==> src/rtl/dec_timer_if.sv <==
// Bus bundle for dec_timer: control/load inputs and count/status outputs.
// When AUTO_RELOAD_EN is defined the auto_reload control is added to the bundle.
interface dec_timer_if #(
    parameter int WIDTH = 8
);
    logic             load;
    logic [WIDTH-1:0] load_val;
    logic             start;
    logic             stop;
    logic             enable;
`ifdef AUTO_RELOAD_EN
    logic             auto_reload;
`endif
    logic [WIDTH-1:0] count;
    logic             tc;
    logic             busy;
    logic             done;

    // Controller side: drives commands, observes count and status
    modport master (
        output load,
        output load_val,
        output start,
        output stop,
        output enable,
`ifdef AUTO_RELOAD_EN
        output auto_reload,
`endif
        input  count,
        input  tc,
        input  busy,
        input  done
    );

    // Timer side: receives commands, reports count and status
    modport slave (
        input  load,
        input  load_val,
        input  start,
        input  stop,
        input  enable,
`ifdef AUTO_RELOAD_EN
        input  auto_reload,
`endif
        output count,
        output tc,
        output busy,
        output done
    );
endinterface

==> src/rtl/dec_timer.sv <==
// dec_timer: loadable down-counter / timer with terminal-count pulse.
// States IDLE/RUN/DONE; count decrements on enable while RUN, tc pulses for one
// cycle on the 1->0 transition, then the block parks in DONE.
// Optional feature macro: AUTO_RELOAD_EN -- when defined, terminal count with
// auto_reload=1 (and a non-zero reload value) reloads the count and stays in RUN.
module dec_timer #(
    parameter int WIDTH = 8
) (
    input  logic        clk,
    input  logic        reset,
    dec_timer_if.slave  bus
);

    typedef enum logic [1:0] {
        S_IDLE = 2'd0,
        S_RUN  = 2'd1,
        S_DONE = 2'd2
    } state_t;

    localparam logic [WIDTH-1:0] ZERO = '0;
    localparam logic [WIDTH-1:0] ONE  = {{(WIDTH-1){1'b0}}, 1'b1};

    state_t           state_q, state_d;
    logic [WIDTH-1:0] count_q, count_d;
    logic [WIDTH-1:0] reload_q, reload_d;
    logic             tc_q, tc_d;
    logic             busy_q, busy_d;
    logic             done_q, done_d;
    logic             auto_reload_w;

`ifdef AUTO_RELOAD_EN
    assign auto_reload_w = bus.auto_reload;
`else
    assign auto_reload_w = 1'b0;
`endif

    // Saturating decrement: the count must never wrap below zero
    function automatic logic [WIDTH-1:0] dec_sat(input logic [WIDTH-1:0] v);
        return (v == ZERO) ? ZERO : (v - ONE);
    endfunction

    // Next-state, next-count and status decode; priority load > stop > start > enable
    always_comb begin
        state_d  = state_q;
        count_d  = count_q;
        reload_d = reload_q;
        tc_d     = 1'b0;

        if (bus.load) begin
            // Load from any state aborts a countdown without a tc pulse
            count_d  = bus.load_val;
            reload_d = bus.load_val;
            state_d  = S_IDLE;
        end else begin
            unique case (state_q)
                S_IDLE: begin
                    // Resume from the current count, so a paused countdown continues
                    if (bus.start) begin
                        if (count_q != ZERO) begin
                            state_d = S_RUN;
                        end else begin
                            state_d = S_DONE;
                            tc_d    = 1'b1;
                        end
                    end
                end
                S_RUN: begin
                    if (bus.stop) begin
                        state_d = S_IDLE;
                    end else if (bus.enable) begin
                        if (count_q == ONE) begin
                            tc_d = 1'b1;
                            if (auto_reload_w && (reload_q != ZERO)) begin
                                count_d = reload_q;
                            end else begin
                                count_d = ZERO;
                                state_d = S_DONE;
                            end
                        end else begin
                            count_d = dec_sat(count_q);
                        end
                    end
                end
                S_DONE: begin
                    // Restart from the reload value; a zero reload re-fires tc immediately
                    if (bus.start) begin
                        count_d = reload_q;
                        if (reload_q != ZERO) begin
                            state_d = S_RUN;
                        end else begin
                            tc_d = 1'b1;
                        end
                    end
                end
                default: begin
                    state_d = S_IDLE;
                end
            endcase
        end

        busy_d = (state_d == S_RUN);
        done_d = (state_d == S_DONE);
    end

    // State, count, reload and registered status outputs
    always_ff @(posedge clk) begin
        if (reset) begin
            state_q  <= S_IDLE;
            count_q  <= ZERO;
            reload_q <= ZERO;
            tc_q     <= 1'b0;
            busy_q   <= 1'b0;
            done_q   <= 1'b0;
        end else begin
            state_q  <= state_d;
            count_q  <= count_d;
            reload_q <= reload_d;
            tc_q     <= tc_d;
            busy_q   <= busy_d;
            done_q   <= done_d;
        end
    end

    assign bus.count = count_q;
    assign bus.tc    = tc_q;
    assign bus.busy  = busy_q;
    assign bus.done  = done_q;

endmodule

==> src/flat_wrapper.sv <==
// flat-port wrapper written by rule: the top's interface ports become plain ports
module dec_timer_flat 
#(
    parameter int WIDTH = 8
)
  (clk, reset, bus_load, bus_load_val, bus_start, bus_stop, bus_enable, bus_count, bus_tc, bus_busy, bus_done);
  dec_timer_if #(.WIDTH(WIDTH)) bus_i ();
  input  logic clk;
  input  logic reset;
  input wire logic [$bits(bus_i.load)-1:0] bus_load;
  input wire logic [$bits(bus_i.load_val)-1:0] bus_load_val;
  input wire logic [$bits(bus_i.start)-1:0] bus_start;
  input wire logic [$bits(bus_i.stop)-1:0] bus_stop;
  input wire logic [$bits(bus_i.enable)-1:0] bus_enable;
  output wire logic [$bits(bus_i.count)-1:0] bus_count;
  output wire logic [$bits(bus_i.tc)-1:0] bus_tc;
  output wire logic [$bits(bus_i.busy)-1:0] bus_busy;
  output wire logic [$bits(bus_i.done)-1:0] bus_done;
  assign bus_i.load = bus_load;
  assign bus_i.load_val = bus_load_val;
  assign bus_i.start = bus_start;
  assign bus_i.stop = bus_stop;
  assign bus_i.enable = bus_enable;
  assign bus_count = bus_i.count;
  assign bus_tc = bus_i.tc;
  assign bus_busy = bus_i.busy;
  assign bus_done = bus_i.done;
  dec_timer #(.WIDTH(WIDTH)) u_core (.clk(clk), .reset(reset), .bus(bus_i));
endmodule
==> config.mk <==
export PLATFORM = sky130hd
export DESIGN_NAME = dec_timer_flat
export DESIGN_NICKNAME = d
export VERILOG_FILES = /design/src/rtl/dec_timer_if.sv /design/src/rtl/dec_timer.sv /design/src/flat_wrapper.sv
export SDC_FILE = /design/constraint.sdc
export NUM_CORES = 1
export LEC_CHECK = 0
export ABC_AREA = 1
export CORE_MARGIN = 1
export CORE_UTILIZATION = 30
export CTS_CLUSTER_SIZE = 28
export DETAILED_ROUTE_END_ITERATION = 10
export GPL_TIMING_DRIVEN = 0
export PLACE_DENSITY = 0.53
export SLEW_MARGIN = 10
export SYNTH_ARGS = -nofsm -noshare
export SYNTH_HDL_FRONTEND = slang
export SYNTH_SLANG_ARGS = --single-unit
==> constraint.sdc <==
create_clock -name clk -period 3.6 [get_ports clk]
set_input_delay 0.54 -clock clk [delete_from_list [all_inputs] [get_ports clk]]
set_output_delay 0.54 -clock clk [all_outputs]
set_load 0.05 [all_outputs]
==> results_dict.tcl <==
set metrics [dict create \
    outcome "complete, no violations" \
    port_buffers 22 \
    cts_buffers 3 \
    antenna_left 0 \
    vias_per_cell 4.68 \
    relSlewSlack 0.669 \
    required_ns 3.06 \
    dpl_worst_slack_ns 1.71 \
    postSynthCellCount 171 \
    fp.coreArea_um2 3720 \
    path_buf_inv 1 \
    slowest_stage "clkdlybuf4s50_1" \
    grt_pass1_wl_um 4430 \
    clkLatencyLatePin_ns 0.26 \
    antenna_found_initial 0 \
    area_growth_pct 27.7 \
    async_flop_share 0 \
    grt_max_degree 12 \
    finalWorstSetupSlack_ns 1.48 \
    yosys-top-cells-count "nand2_1 (42), nor2_1 (25), dfxtp_1 (21)" \
    hp-class "register to register" \
    grt_overflow 0 \
    multi_input_comb_area_um2 653 \
    first_iter_violations 24 \
    initial_core_util 0.316 \
    fin_nets 214 \
    fillCellCount 414 \
    regArea_um2 420 \
    htree_levels 1 \
    gr-usage-met2 0.228 \
    synth-simple-area-share 0.351 \
    synth.distinct_cells 26 \
    num_io_pins 25 \
    worst_pin_slew_ns 0.494 \
    max_stage_delay_ns 0.85 \
    grt_pass1_vias 1069 \
    hold_viol 0 \
    clk_transition_reported_paths_ns 0.07 \
    met3_usage 0.0317 \
    startpoint_type "register" \
    synth_area_um2 1170 \
    hpwl_um 2100 \
    setup_violations 0 \
    ff2ff_setup_slack_ns 2.15 \
    gp_congestion 0.789 \
    drive_gt1_frac 0.117 \
    drt-wirelength-per-cell_um 11.0 \
    synth_xor_area_frac 0.0224 \
    ctsLongestPathBuffers 2 \
    clock_sinks 21 \
    synth_most_common_cell "nand2_1" \
    yosysTopAreaCell "dfxtp_1" \
    rows 22 \
    finalSetupTns_ns 0 \
    track_usage 0.137 \
    top_usage_layer "met2" \
    endpoint_kind "output port" \
    synthAdderAreaFrac 0.0213 \
    post_cts_resized 0 \
    yosysTopAreaCellShare 0.358 \
    synth_mux_area_frac 0 \
    dieWidth_um 64.6 \
    yosysWarnings 0 \
    drt_wl_total_um 2700 \
    yosysSeqAreaShare 0.358 \
    period_minus_slack_ns 2.12 \
    route.detailed.drc 0 \
    globalRouteMet1Util 0.170 \
    synth_compound_area_frac 0.161 \
    critPathKind "register to output port" \
    die_h_um 64.6 \
    path_cells "clkdlybuf4s50_1" \
    root_buffer "clkbuf_8" \
    dieArea_um2 4170 \
    cts_tree "done" \
    synth_flop_cell "dfxtp_1" \
    synth_area_leaders "dfxtp_1 (36%), nand2_1 (13%), nor2_1 (8.0%)" \
    avgSynthCellArea_um2 6.87 \
    max_cap_violations 0 \
    synth_top_family_by_area "simple AND/OR/NAND/NOR gates" \
    synth_fp_nets 187 \
    cp_top_family "buffers and inverters" \
    post_cts_buffers 0 \
    n_antenna_cell 0 \
    vdd_drop_max_mv 0.201 \
    power_leakage_nw 0.634 \
    drv_slew 0 \
    crit_fanout 5 \
    cts_hold_buf 0 \
    via_count 1146 \
    fin_crit_sh 0.590 \
    max_freq_mhz 471 \
    synth_edf_count 0 \
    skew_ns 0.00240 \
    yosys_register_bits 21 \
    first_pass_iters 4 \
    arrival_ns 1.58 \
    powerDensity_nw_per_um2 408 \
    rsz0062_at_grt "false" \
]
[stage by stage]
| step | power, mW | cells | hold WS [ns] | util | cell area [um2] |
|---|---|---|---|---|---|
| after floorplan | 0.407 | 171 | 0.456 | - | 1170 |
| after global placement | 0.459 | 241 | 0.467 | 0.392 | 1460 |
| final | 0.613 | 245 | 0.484 | 0.404 | 1500 |
| after global routing | 0.651 | 245 | 0.517 | 0.404 | 1500 |
| after CTS | 0.621 | 245 | 0.490 | 0.404 | 1500 |
| after detailed placement | 0.463 | 241 | 0.479 | 0.392 | 1460 |
[final timing paths]
| path | depth (start not counted) | start | end |
|---|---|---|---|
| max | 1 | u_core.bus.count[2]$_SDFFE_PP0P_ | bus_count[2] |
| min | 2 | u_core.reload_q[3]$_SDFFE_PP0P_ | u_core.reload_q[3]$_SDFFE_PP0P_ |
| max reg2reg | 9 | u_core.bus.count[0]$_SDFFE_PP0P_ | u_core.bus.count[7]$_SDFFE_PP0P_ |
| min reg2reg | 2 | u_core.reload_q[3]$_SDFFE_PP0P_ | u_core.reload_q[3]$_SDFFE_PP0P_ |
[state kept, by name, indices dropped and copies added, names as in the netlist]
register          count
u_core.state_q        2
u_core.bus.done       1
u_core.bus.busy       1
u_core.reload_q       8
u_core.bus.tc         1
u_core.bus.count      8
[cell families (layout without fill, tap and decap cells)]
logic type,count (synthesis),in the layout
compound gates,37,37
fa+ha+maj,2,2
xor+xnor,3,3
flops,21,21
buf+inv,22,48
simple gates,86,86
[report_power, final]
part / total, mW / internal, mW / switching [mW] / leakage [nW]
Combinational: 0.191 / 0.0716 / 0.119 / 0.439
Clock: 0.157 / 0.0789 / 0.0782 / 0.0228
Sequential: 0.265 / 0.248 / 0.0168 / 0.173
Total: 0.613 / 0.399 / 0.214 / 0.634
[area by class of cell]
class	count	area share
clock buffers	4	0.0300
plain buffers	4	0.0209
inverters	18	0.0467
multi-input cells	128	0.435
well taps	48	0.0400
flip-flops and latches	21	0.280
repair buffers	22	0.147
[placed cells by master (no fill, tap or decap), types with 2 or more instances in the layout]
cell type / netlist / layout
inv_1: 14 / 14
dfxtp_1: 21 / 21
nor2_2: 2 / 2
clkbuf_1: 1 / 2
a21oi_1: 17 / 17
xor2_1: 2 / 2
nor2_4: 2 / 2
o21ai_0: 17 / 17
inv_2: 3 / 3
nand2_2: 2 / 2
clkbuf_8: 0 / 3
buf_6: 2 / 2
nand2_1: 42 / 42
nand2_4: 2 / 2
ha_1: 2 / 2
nand3_1: 4 / 4
nor2_1: 25 / 25
nand4_1: 3 / 3
o21ai_1: 2 / 2
clkdlybuf4s50_1: 0 / 22
[layer usage]
metal / vias up / share of wire
met1: 524 / 0.47
met5: - / 0
li1: 598 / -
met4: 0 / 0.010
met3: 5 / 0.032
met2: 19 / 0.49
(Power assumes the default switching activity.)
